`config.mk`:
```
export PLATFORM = sky130hd
export DESIGN_NAME = syn_fifo
export DESIGN_NICKNAME = d
export VERILOG_FILES = /design/src/rtl/syn_fifo.sv
export SDC_FILE = /design/constraint.sdc
export NUM_CORES = 1
export LEC_CHECK = 0
export CORE_ASPECT_RATIO = 0.9
export CORE_MARGIN = 3
export CORE_UTILIZATION = 54
export DETAILED_ROUTE_END_ITERATION = 6
export MAX_ROUTING_LAYER = met4
export PLACE_DENSITY = 0.76
export SYNTH_ARGS = -nofsm -noshare
export SYNTH_HDL_FRONTEND = slang
export SYNTH_SLANG_ARGS = --single-unit
```
`constraint.sdc`:
```
create_clock -name clk -period 3 [get_ports clk]
set_clock_uncertainty 0.15 [all_clocks]
set_input_delay 0.45 -clock clk [delete_from_list [all_inputs] [get_ports clk]]
set_output_delay 0.45 -clock clk [all_outputs]
set_load 0.005 [all_outputs]
```
`src/rtl/syn_fifo.sv`:
```
// Single-clock parametrised FIFO with fill count, almost-full/empty thresholds,
// sticky overflow/underflow flags and a standard or first-word-fall-through read port.
module syn_fifo #(
    parameter int DATA_WIDTH    = 8,
    parameter int ADDR_WIDTH    = 4,
    parameter int DATA_DEPTH    = 1 << ADDR_WIDTH,
    parameter bit FWFT          = 1'b0,
    parameter int AFULL_THRESH  = 12,
    parameter int AEMPTY_THRESH = 2
) (
    input  logic                  clk,
    input  logic                  rst,
    input  logic [DATA_WIDTH-1:0] data_in,
    input  logic                  wr_en,
    input  logic                  rd_en,
    output logic [DATA_WIDTH-1:0] data_out,
    output logic                  full,
    output logic                  empty,
    output logic                  almost_full,
    output logic                  almost_empty,
    output logic [ADDR_WIDTH:0]   count,
    output logic                  overflow,
    output logic                  underflow
);

    if (ADDR_WIDTH < 1) begin : g_bad_addr
        $fatal(1, "syn_fifo: ADDR_WIDTH must be at least 1");
    end
    if (DATA_DEPTH != (1 << ADDR_WIDTH)) begin : g_bad_depth
        $fatal(1, "syn_fifo: DATA_DEPTH is derived from ADDR_WIDTH and must not be overridden");
    end
    if (AFULL_THRESH < 1 || AFULL_THRESH > DATA_DEPTH) begin : g_bad_afull
        $fatal(1, "syn_fifo: AFULL_THRESH out of range 1..DATA_DEPTH");
    end
    if (AEMPTY_THRESH < 0 || AEMPTY_THRESH > DATA_DEPTH - 1) begin : g_bad_aempty
        $fatal(1, "syn_fifo: AEMPTY_THRESH out of range 0..DATA_DEPTH-1");
    end

    localparam logic [ADDR_WIDTH:0] AFULL_L  = AFULL_THRESH[ADDR_WIDTH:0];
    localparam logic [ADDR_WIDTH:0] AEMPTY_L = AEMPTY_THRESH[ADDR_WIDTH:0];

    logic [DATA_WIDTH-1:0] mem_q [DATA_DEPTH];

    logic [ADDR_WIDTH:0]   wr_ptr_q, wr_ptr_d;
    logic [ADDR_WIDTH:0]   rd_ptr_q, rd_ptr_d;
    logic                  ovf_q, ovf_d;
    logic                  unf_q, unf_d;
    logic [ADDR_WIDTH-1:0] wr_addr, rd_addr;
    logic                  wr_acc, rd_acc;

    // Status is decoded purely from the pointer registers; wr_en/rd_en never reach it.
    assign wr_addr      = wr_ptr_q[ADDR_WIDTH-1:0];
    assign rd_addr      = rd_ptr_q[ADDR_WIDTH-1:0];
    assign empty        = (wr_ptr_q == rd_ptr_q);
    assign full         = (wr_ptr_q[ADDR_WIDTH] != rd_ptr_q[ADDR_WIDTH]) &&
                          (wr_addr == rd_addr);
    assign count        = wr_ptr_q - rd_ptr_q;
    assign almost_full  = (count >= AFULL_L);
    assign almost_empty = (count <= AEMPTY_L);
    assign overflow     = ovf_q;
    assign underflow    = unf_q;

    // Reset outranks any access presented in the same cycle.
    assign wr_acc = wr_en && !full  && !rst;
    assign rd_acc = rd_en && !empty && !rst;

    always_comb begin
        wr_ptr_d = wr_ptr_q;
        rd_ptr_d = rd_ptr_q;
        ovf_d    = ovf_q;
        unf_d    = unf_q;
        if (wr_acc) begin
            wr_ptr_d = wr_ptr_q + 1'b1;
        end
        if (rd_acc) begin
            rd_ptr_d = rd_ptr_q + 1'b1;
        end
        if (wr_en && full) begin
            ovf_d = 1'b1;
        end
        if (rd_en && empty) begin
            unf_d = 1'b1;
        end
    end

    always_ff @(posedge clk) begin
        if (rst) begin
            wr_ptr_q <= '0;
            rd_ptr_q <= '0;
            ovf_q    <= 1'b0;
            unf_q    <= 1'b0;
        end else begin
            wr_ptr_q <= wr_ptr_d;
            rd_ptr_q <= rd_ptr_d;
            ovf_q    <= ovf_d;
            unf_q    <= unf_d;
        end
    end

    always_ff @(posedge clk) begin
        if (wr_acc) begin
            mem_q[wr_addr] <= data_in;
        end
    end

    if (FWFT) begin : g_fwft
        // Head word is presented continuously; rd_en only acknowledges it.
        assign data_out = mem_q[rd_addr];
    end else begin : g_std
        logic [DATA_WIDTH-1:0] dout_q, dout_d;

        always_comb begin
            dout_d = dout_q;
            if (rd_acc) begin
                dout_d = mem_q[rd_addr];
            end
        end

        always_ff @(posedge clk) begin
            if (rst) begin
                dout_q <= '0;
            end else begin
                dout_q <= dout_d;
            end
        end

        assign data_out = dout_q;
    end

endmodule
```
==> results of run 1 <==
## layout make-up
class | instances | area, µm²
clock buffer | 23 | 448
clock inverter | 8 | 61.3
multi-input combinational | 207 | 1660
tap | 148 | 185
inverter | 13 | 48.8
sequential | 148 | 4250
fill | 723 | 3430
timing repair buffer | 54 | 473
## power by group
part           internal [mW]  total [mW]  switching [mW]
combinational          0.329       0.712           0.383
clock                   1.12        1.84           0.721
sequential              2.29        2.32          0.0290
total                   3.74        4.87            1.13
## repair_timing
action | 4_1_cts | 5_1_grt
pin swaps | 2 | 3
endpoints found under the setup margin | 4 | 1
gates resized for setup | 10 | 2
hold endpoints to repair | 0 | 0
setup buffers | 0 | 0
hold buffers | 0 | 0
## Yosys cell counts (2+ instances only)
library cell  instances  area, µm²
o22ai_1              16        100
buf_4                 2       15.0
o21ai_0              10       50.1
nor2b_1               2       12.5
clkbuf_1              9       33.8
buf_2                 8       40.0
nand2_1               8       30.0
nand2b_1              2       12.5
inv_1                13       48.8
mux4_2                8        180
ha_1                  9        113
dfxtp_1              20        400
mux2i_1              49        490
nor3_1               12       60.1
nand3b_1              2       15.0
nor2_1               34        128
xnor2_1               9       78.8
a211oi_1             11       82.6
a21oi_1               5       25.0
o21ai_1               2       10.0
edfxtp_1            128       3840
a221oi_1              8       70.1
nand3_1               3       15.0
## cell families (layout without fill, tap and decap cells)
logic type	after synthesis	in the layout	synth area share, %
compound gates	60	60	6.88
mux	57	57	11.1
xor+xnor	11	11	1.72
buf+inv	33	98	2.35
fa+ha+maj	10	10	2.20
flops	148	148	70.5
simple gates	69	69	5.26
## flip-flops by register name, summed over array words and instances, names as in the netlist
name       flops
mem_q        128
wr_ptr_q       5
underflow      1
overflow       1
data_out       8
rd_ptr_q       5
## critical path: cells and delay by family (launching register included)
| family | cells | cell delay (ps) |
|---|---|---|
| adders and majority gates | 2 | 520 |
| buffers and inverters | 3 | 400 |
| DFF | 1 | 340 |
| AOI/OAI and AO/OA | 3 | 440 |
| xor gates and xnor gates | 1 | 140 |
## cell usage in the layout, fill, tap and decap left out, drive strengths merged, types with 2 or more instances in the layout
cell type / count
a211oi: 11
a21boi: 2
a21oi: 5
a221oi: 8
buf: 24
clkbuf: 24
clkdlybuf4s50: 27
clkinv: 7
dfxtp: 20
dlygate4sd2: 2
edfxtp: 128
ha: 9
inv: 13
mux2i: 49
mux4: 8
nand2: 8
nand2b: 2
nand3: 3
nand3b: 2
nor2: 34
nor2b: 2
nor3: 12
o21ai: 12
o22ai: 16
xnor2: 9
xor2: 2
## path summary, 6_finish.rpt
kind	endpoint	startpoint	depth (start not counted)
worst max-delay path	almost_full	wr_ptr_q[0]	9
worst min-delay path	underflow	underflow	2
worst max register to register	mem_q[0][4]	wr_ptr_q[3]	6
worst min register to register	underflow	underflow	2
## per-layer routing
metal | vias to the layer above | track usage, %
li1 | 1609 | -
met1 | 1714 | 28.8
met2 | 106 | 35.6
met3 | 32 | 4.10
met4 | 0 | 10.2
met5 | - | -
==> flow_metrics.tcl, run 1 <==
set metrics [dict create \
    die_w_um 117 \
    netlist_area_mm2 0.00602 \
    die_h_um 106 \
    met2_length_um 6280 \
    avgSynthCellArea_um2 15.5 \
    yosysSeqAreaShare_pct 70.5 \
    slew_headroom_pct 56.2 \
    tritoncts "built" \
    fin_tns_setup_ps 0 \
    drc 0 \
    dp_hpwl_um 8080 \
    wl_per_cell_um 21.0 \
    insertion_delay_ps 410 \
    final.min_clock_period_ps 2870 \
    final_cells 601 \
    end_kind "output port" \
    drt-total-wl_um 12600 \
    clk_pin_slew_ps 60 \
    status "finished clean" \
    grt_pass1_wl_um 20100 \
    slowest_delay_ps 350 \
    drt-met1-wl_um 5290 \
    syn2layout_area_growth_pct 18.3 \
    drt_iter0_drc 336 \
    layout_setup_ws_ps 131 \
    arrival_ps 2270 \
    grt_pass1_vias 3558 \
    fin_nets 463 \
    die-area_mm2 0.0125 \
    via_count 3461 \
    clock_path_buffers 2 \
    async_flop_share_pct 0 \
    worst_pin_slew_ps 656 \
    reg2reg_slack_ps 300 \
    yosys_warnings 0 \
    gp_congestion 0.836 \
    required_ps 2400 \
    rsz0062_at_grt "no" \
    grt_use_total_pct 22.5 \
    place_worst_setup_slack_ps 116 \
    critPathMaxFanout 4 \
    p_total_mw 4.87 \
    crit_path_start_kind "flop" \
    synth_cell_types 41 \
    ant_nets 0 \
    fin_area_mm2 0.00713 \
    layout-drive-gt1-share_pct 14.8 \
    worst_path_most_repeated_cell "inv_1" \
    syn-instance-count 388 \
    worstHoldPathType "reg -> reg" \
    cts.sinks 148 \
    ys_seq_elements 148 \
    drtPass1Iterations 5 \
    power.leakage_nw 2.29 \
    syn_nets 410 \
    setup_viol 0 \
    critPathSlowestCell "fa_2" \
    min_period_over_period_pct 95.6 \
    htree_levels 4 \
    place_area_mm2 0.00660 \
    dp_cells 570 \
    clockRootBuffer "clkbuf_16" \
    start_util_pct 57.1 \
    finalHoldViolCount 0 \
    core_area_mm2 0.0106 \
    holdWs_ps 314 \
    crit_chain "inv_1, ha_2, inv_1, fa_2, a21o_1, a21oi_2, xnor2_2, o31ai_1, dlygate4sd2_1" \
    rows 35 \
    ys.flop_type "edfxtp_1" \
    p_per_area_mw_per_mm2 683 \
    via_per_inst 5.76 \
    gr-total-overflow 0 \
    ios 31 \
    dr_wl_met3_um 708 \
    crit_type "reg -> out" \
    grt_start_max_net_pins 32 \
    numCtsBuffers 17 \
    slew_violations 0 \
    portBuffers 30 \
    final_util_pct 67.5 \
    antenna_found_initial 0 \
    synth_edf_count 128 \
    max_cap_viol_count 0 \
    highest_layer "met4" \
    fmax_mhz 349 \
    antenna_cells 0 \
    peakVddDrop_mv 0.766 \
]
No activity file was read; power rests on OpenSTA's default activity.
==> run 2, diff against run 1 <==
Settings changed: CAP_MARGIN set to 5.
==> results of run 2 <==
The final DEF is identical to that of run 1; final timing and power are the same.
